[src/rtl/write_output_pkg.sv]
// write_output_pkg: state encoding, lane count and index bit-reversal shared by the FFT loaders
package write_output_pkg;
  typedef enum logic [1:0] {
    IDLE    = 2'd0,
    CAPTURE = 2'd1,
    DRAIN   = 2'd2,
    FIN     = 2'd3
  } state_t;

  localparam int LANES = 4;

  function automatic logic [31:0] bitrev(input logic [31:0] v, input int n);
    logic [31:0] r;
    r = '0;
    for (int i = 0; i < n; i++) r[i] = v[n-1-i];
    return r;
  endfunction
endpackage

[src/rtl/write_output_out_skid.sv]
// write_output_out_skid: one-entry registered output stage holding data/last/valid against ready
module write_output_out_skid #(
  parameter int W = 16
) (
  input  logic         clk,
  input  logic         rst_n,
  input  logic         i_load,
  input  logic [W-1:0] i_data,
  input  logic         i_last,
  input  logic         i_ready,
  output logic         o_free,
  output logic         o_valid,
  output logic [W-1:0] o_data,
  output logic         o_last
);
  logic         r_valid;
  logic [W-1:0] r_data;
  logic         r_last;

  assign o_free  = !r_valid || i_ready;
  assign o_valid = r_valid;
  assign o_data  = r_data;
  assign o_last  = r_last;

  // load a new word when free, otherwise hold until the sink takes it
  always_ff @(posedge clk or negedge rst_n) begin
    if (!rst_n) begin
      r_valid <= 1'b0;
      r_data  <= '0;
      r_last  <= 1'b0;
    end else if (i_load) begin
      r_valid <= 1'b1;
      r_data  <= i_data;
      r_last  <= i_last;
    end else if (r_valid && i_ready) begin
      r_valid <= 1'b0;
      r_last  <= 1'b0;
    end
  end
endmodule

[src/rtl/write_output.sv]
// write_output: captures an FFT frame four lanes per beat, then streams it out one word per cycle
// (define WRITE_OUTPUT_BITREV_EN to stream in bit-reversed buffer order)
module write_output
  import write_output_pkg::*;
#(
  parameter int WORDSIZE   = 16,
  parameter int NUMSAMPLES = 32,
  parameter int LOGN       = 5
) (
  input  logic                clk,
  input  logic                rst_n,
  input  logic                fft_done,
  output logic                rd_req,
  input  logic                in_valid,
  input  logic [WORDSIZE-1:0] in0,
  input  logic [WORDSIZE-1:0] in1,
  input  logic [WORDSIZE-1:0] in2,
  input  logic [WORDSIZE-1:0] in3,
  output logic                out_valid,
  input  logic                out_ready,
  output logic [WORDSIZE-1:0] out_data,
  output logic                out_last,
  output logic                wr_done,
  output logic                overrun
);
  state_t              r_state, w_next;
  logic [LOGN-3:0]     r_beat;
  logic [LOGN-1:0]     r_word, w_idx;
  logic [WORDSIZE-1:0] r_buf [NUMSAMPLES];
  logic [WORDSIZE-1:0] w_lane [LANES];
  logic                r_wr_done, r_overrun;
  logic                w_start, w_cap, w_cap_last, w_hs_last, w_free, w_load;

  assign w_lane     = '{in0, in1, in2, in3};
  assign w_start    = r_state == IDLE && fft_done;
  assign w_cap      = r_state == CAPTURE && in_valid;
  assign w_cap_last = w_cap && r_beat == (LOGN-2)'(NUMSAMPLES/LANES-1);
  assign w_hs_last  = out_valid && out_ready && out_last;
  assign w_load     = r_state == DRAIN && w_free && !(out_valid && out_last);
  assign rd_req     = r_state == CAPTURE;
  assign wr_done    = r_wr_done;
  assign overrun    = r_overrun;

`ifdef WRITE_OUTPUT_BITREV_EN
  assign w_idx = LOGN'(bitrev(32'(r_word), LOGN));
`else
  assign w_idx = r_word;
`endif

  // next-state: fft_done is only looked at in IDLE and FIN
  always_comb begin
    w_next = r_state;
    unique case (r_state)
      IDLE:    w_next = fft_done ? CAPTURE : IDLE;
      CAPTURE: w_next = w_cap_last ? DRAIN : CAPTURE;
      DRAIN:   w_next = w_hs_last ? FIN : DRAIN;
      default: w_next = fft_done ? FIN : IDLE;
    endcase
  end

  // state, counters and flags; an out-of-frame beat wins over the overrun clear
  always_ff @(posedge clk or negedge rst_n) begin
    if (!rst_n) begin
      r_state   <= IDLE;
      r_beat    <= '0;
      r_word    <= '0;
      r_wr_done <= 1'b0;
      r_overrun <= 1'b0;
    end else begin
      r_state   <= w_next;
      r_beat    <= w_start ? '0 : r_beat + (LOGN-2)'(w_cap);
      r_word    <= w_start ? '0 : r_word + LOGN'(w_load);
      r_wr_done <= r_state == DRAIN && w_hs_last;
      r_overrun <= (in_valid && r_state != CAPTURE) || (r_overrun && !w_start);
    end
  end

  // frame buffer: beat b fills words 4b..4b+3, contents survive reset
  always_ff @(posedge clk) begin
    if (w_cap)
      for (int i = 0; i < LANES; i++) r_buf[{r_beat, 2'(i)}] <= w_lane[i];
  end

  write_output_out_skid #(.W(WORDSIZE)) u_skid (
    .clk     (clk),
    .rst_n   (rst_n),
    .i_load  (w_load),
    .i_data  (r_buf[w_idx]),
    .i_last  (r_word == LOGN'(NUMSAMPLES-1)),
    .i_ready (out_ready),
    .o_free  (w_free),
    .o_valid (out_valid),
    .o_data  (out_data),
    .o_last  (out_last)
  );
endmodule

[config.mk]
export PLATFORM = sky130hd
export DESIGN_NAME = write_output
export DESIGN_NICKNAME = d
export VERILOG_FILES = /design/src/rtl/write_output_pkg.sv /design/src/rtl/write_output_out_skid.sv /design/src/rtl/write_output.sv
export SDC_FILE = /design/constraint.sdc
export NUM_CORES = 1
export LEC_CHECK = 0
export BUFFER_PORTS_ARGS = -buffer_cell sky130_fd_sc_hd__buf_2
export CAP_MARGIN = 25
export CORE_MARGIN = 1.5
export CORE_UTILIZATION = 45
export DETAILED_ROUTE_END_ITERATION = 8
export GPL_ROUTABILITY_DRIVEN = 0
export GPL_TIMING_DRIVEN = 1
export MAX_ROUTING_LAYER = met4
export PLACE_DENSITY_LB_ADDON = 0.3
export SETUP_SLACK_MARGIN = 0.05
export SYNTH_ARGS = -nofsm -noshare
export SYNTH_HDL_FRONTEND = slang
export SYNTH_SLANG_ARGS = --single-unit
[constraint.sdc]
create_clock -name clk -period 6.6 [get_ports clk]
set_input_delay 0.99 -clock clk [delete_from_list [all_inputs] [get_ports clk]]
set_output_delay 0.99 -clock clk [all_outputs]
set_load 0.05 [all_outputs]
==> impl_metrics.env <==
export IMPL_arrival_ps=3880
export IMPL_fin_tns_setup_ps=0
export IMPL_skew_ps=7.08
export IMPL_n_fill_cell=3589
export IMPL_dr_pass1_iters=5
export IMPL_syn_inst=959
export IMPL_dpl_cell_area_mm2=0.0219
export IMPL_track_usage_pct=18.5
export IMPL_worstSetupPathType="register to register"
export IMPL_io_buffer_count=89
export IMPL_antenna_found_initial=1
export IMPL_hp_class="primary input to async pin"
export IMPL_min_period_ps=3410
export IMPL_r2r_slack_ps=3190
export IMPL_clk_insertion_delay_late_ps=590
export IMPL_critical_path_max_fanout=37
export IMPL_rows=78
export IMPL_fp_dieArea_mm2=0.0476
export IMPL_yosysWarnings=0
export IMPL_ctsHoldBuffers=0
export IMPL_drv_slew=0
export IMPL_first_global_vias=10200
export IMPL_synth_edf_count=512
export IMPL_hold_viol=0
export IMPL_cts_buffers=53
export IMPL_netlist_area_leader_share_pct=73.8
export IMPL_final_nets=1146
export IMPL_netlist_area_mm2=0.0208
export IMPL_grt_max_degree=90
export IMPL_seqCellArea_mm2=0.0161
export IMPL_leakagePower_nw=7.40
export IMPL_synthTopCellsByArea="edfxtp_1 (74%), mux4_2 (10%), mux2i_1 (4.6%)"
export IMPL_cts_resized=0
export IMPL_wl_per_cell_um=24.2
export IMPL_slew_headroom_pct=33.0
export IMPL_drcViolationCount=0
export IMPL_stdcell_area_mm2=0.0236
export IMPL_endpoint_kind="register"
export IMPL_crit_path_start_kind="register"
export IMPL_yosys_register_bits=542
export IMPL_finalCritPeriodShare_pct=51.7
export IMPL_synthTopCellsByCount="edfxtp_1 (512), mux2i_1 (96), mux4_2 (96)"
export IMPL_yosys_cell_types_count=35
export IMPL_yosysMostFrequentCell="edfxtp_1"
export IMPL_syn_nets=1032
export IMPL_dieHeight_um=218
export IMPL_clock_fmax_ghz=0.293
export IMPL_path_clk_slew_ps=60
export IMPL_r2r_start="r_word[1]"
export IMPL_ios=90
export IMPL_clockBufferDepth=3
export IMPL_clock_sinks=542
export IMPL_drive_gt1_share_pct=26.3
export IMPL_postCtsSetupBuffers=0
export IMPL_grt_pass1_wl_um=63100
export IMPL_cellPowerDensity_mw_per_mm2=376
export IMPL_setup_violations=0
export IMPL_rr_worst_depth=6
export IMPL_status="finished, final reports clean"
export IMPL_drt_iter0_markers=792
export IMPL_p_total_mw=8.87
export IMPL_cts_root_buf="clkbuf_16"
export IMPL_syn_avg_cell_area_um2=21.7
export IMPL_rsz0062_at_grt="false"
export IMPL_num_vias=9699
export IMPL_worstMarginPinSlew_ps=1010
export IMPL_r2r_end="u_skid.o_data[3]"
export IMPL_start_util_pct=45.8
export IMPL_drtAntennaViolNets=0
export IMPL_crit_required_ps=7070
export IMPL_grt_overflow_total=0
export IMPL_core_area_mm2=0.0455
export IMPL_syn_to_final_growth_pct=13.4
export IMPL_maxCapViolations=0
export IMPL_synthArstFlopShare_pct=5.54
export IMPL_dpl_hpwl_um=22600
export IMPL_ir_drop_mv=0.237
export IMPL_synth_top_cell_by_area="edfxtp_1"
export IMPL_ys_seq_area_share_pct=77.4
export IMPL_die_x_um=218
export IMPL_cts_tree="done"
export IMPL_routed_wl_um=41500
export IMPL_multi_input_area_mm2=0.00440
export IMPL_h_tree_depth=2
export IMPL_vias_per_cell=5.65
export IMPL_ys_flop_type="edfxtp_1"
[worst max-delay path: stages, from the launching register on]
cell	delay, ps
dfrtp_4	880
buf_4	640
buf_4	630
mux4_2	570
mux2i_1	160
nor2_1	70
o221a_1	250
[how the worst max path moves through the flow]
stage	startpoint	endpoint	slack (ps)	cells after the start
3_5_place_dp	in_valid	r_buf[1][7]	3000	5
5_1_grt	r_word[1]	u_skid.o_data[14]	2940	6
3_3_place_gp	in_valid	r_buf[0][7]	3080	5
2_1_floorplan	r_state[0]	r_buf[4][0]	50	3
4_1_cts	r_word[1]	u_skid.o_data[3]	3090	6
6_report	r_word[1]	u_skid.o_data[3]	3190	6
[sequential cells by signal, summed over array words and instances (netlist names)]
name,cells
overrun,1
r_beat,3
r_buf,512
r_state,2
r_word,5
u_skid.o_data,16
u_skid.o_last,1
u_skid.o_valid,1
wr_done,1
[power by group]
part           internal (mW)  switching (mW)
registers               4.31           0.227
clock network           1.63            1.21
logic                  0.597           0.900
[layout make-up]
type	instances	area share [%]
tap	600	3.18
sequential	542	68.3
inverter	5	0.0794
antenna	1	0.0106
clock buffer	80	6.48
clock inverter	19	0.498
multi-input combinational	360	18.6
timing repair buffer	111	2.81
[cells in the final DEF (no fill, tap or decap), types with 2 or more instances in the layout]
| cell | instances |
|---|---|
| buf_2 | 90 |
| xor2_1 | 2 |
| inv_1 | 5 |
| clkinvlp_4 | 2 |
| o221a_1 | 16 |
| o22ai_1 | 17 |
| buf_4 | 17 |
| dfrtp_4 | 3 |
| o21ai_0 | 3 |
| nand2_1 | 19 |
| nor2_4 | 6 |
| clkbuf_16 | 56 |
| ha_1 | 4 |
| nor2b_1 | 7 |
| clkbuf_1 | 19 |
| nand3_1 | 3 |
| mux4_2 | 96 |
| a21o_1 | 2 |
| clkbuf_8 | 6 |
| mux2i_1 | 96 |
| dfrtp_1 | 26 |
| o22a_1 | 17 |
| xnor2_1 | 2 |
| clkinv_2 | 6 |
| buf_12 | 3 |
| a211o_1 | 16 |
| nand2b_1 | 5 |
| nor2_1 | 21 |
| o2111ai_1 | 16 |
| edfxtp_1 | 512 |
| clkinv_1 | 9 |
[cells by family (layout without fill, tap and decap cells)]
family	count (synthesis)	in the layout	share of synthesized area (%)
mux	192	192	15.0
simple gates	69	69	1.51
fa+ha+maj	4	4	0.240
buf+inv	57	215	1.83
other cells	0	1	0
xor+xnor	4	4	0.168
flops	542	542	77.4
compound gates	91	91	3.83
[metrics by stage]
step,setup WS [ps],std cells,utilization (%),hold slack (ps)
floorplan,50.7,959,-,494
global placement,3080,1614,48.2,527
detailed placement,3000,1616,48.2,526
CTS,3090,1715,51.8,536
global route,2940,1718,51.9,268
finish,3190,1718,51.9,286
[routing by layer]
layer  vias to the layer above  GRT usage [%]  share of wire (%)
met4                         0           4.30                1.5
met2                       236           29.6                 49
li1                       4237              -                  -
met5                         -              -                  0
met3                        54           3.35                4.7
met1                      5172           24.8                 45
No activity file was read; power rests on OpenSTA's default activity.
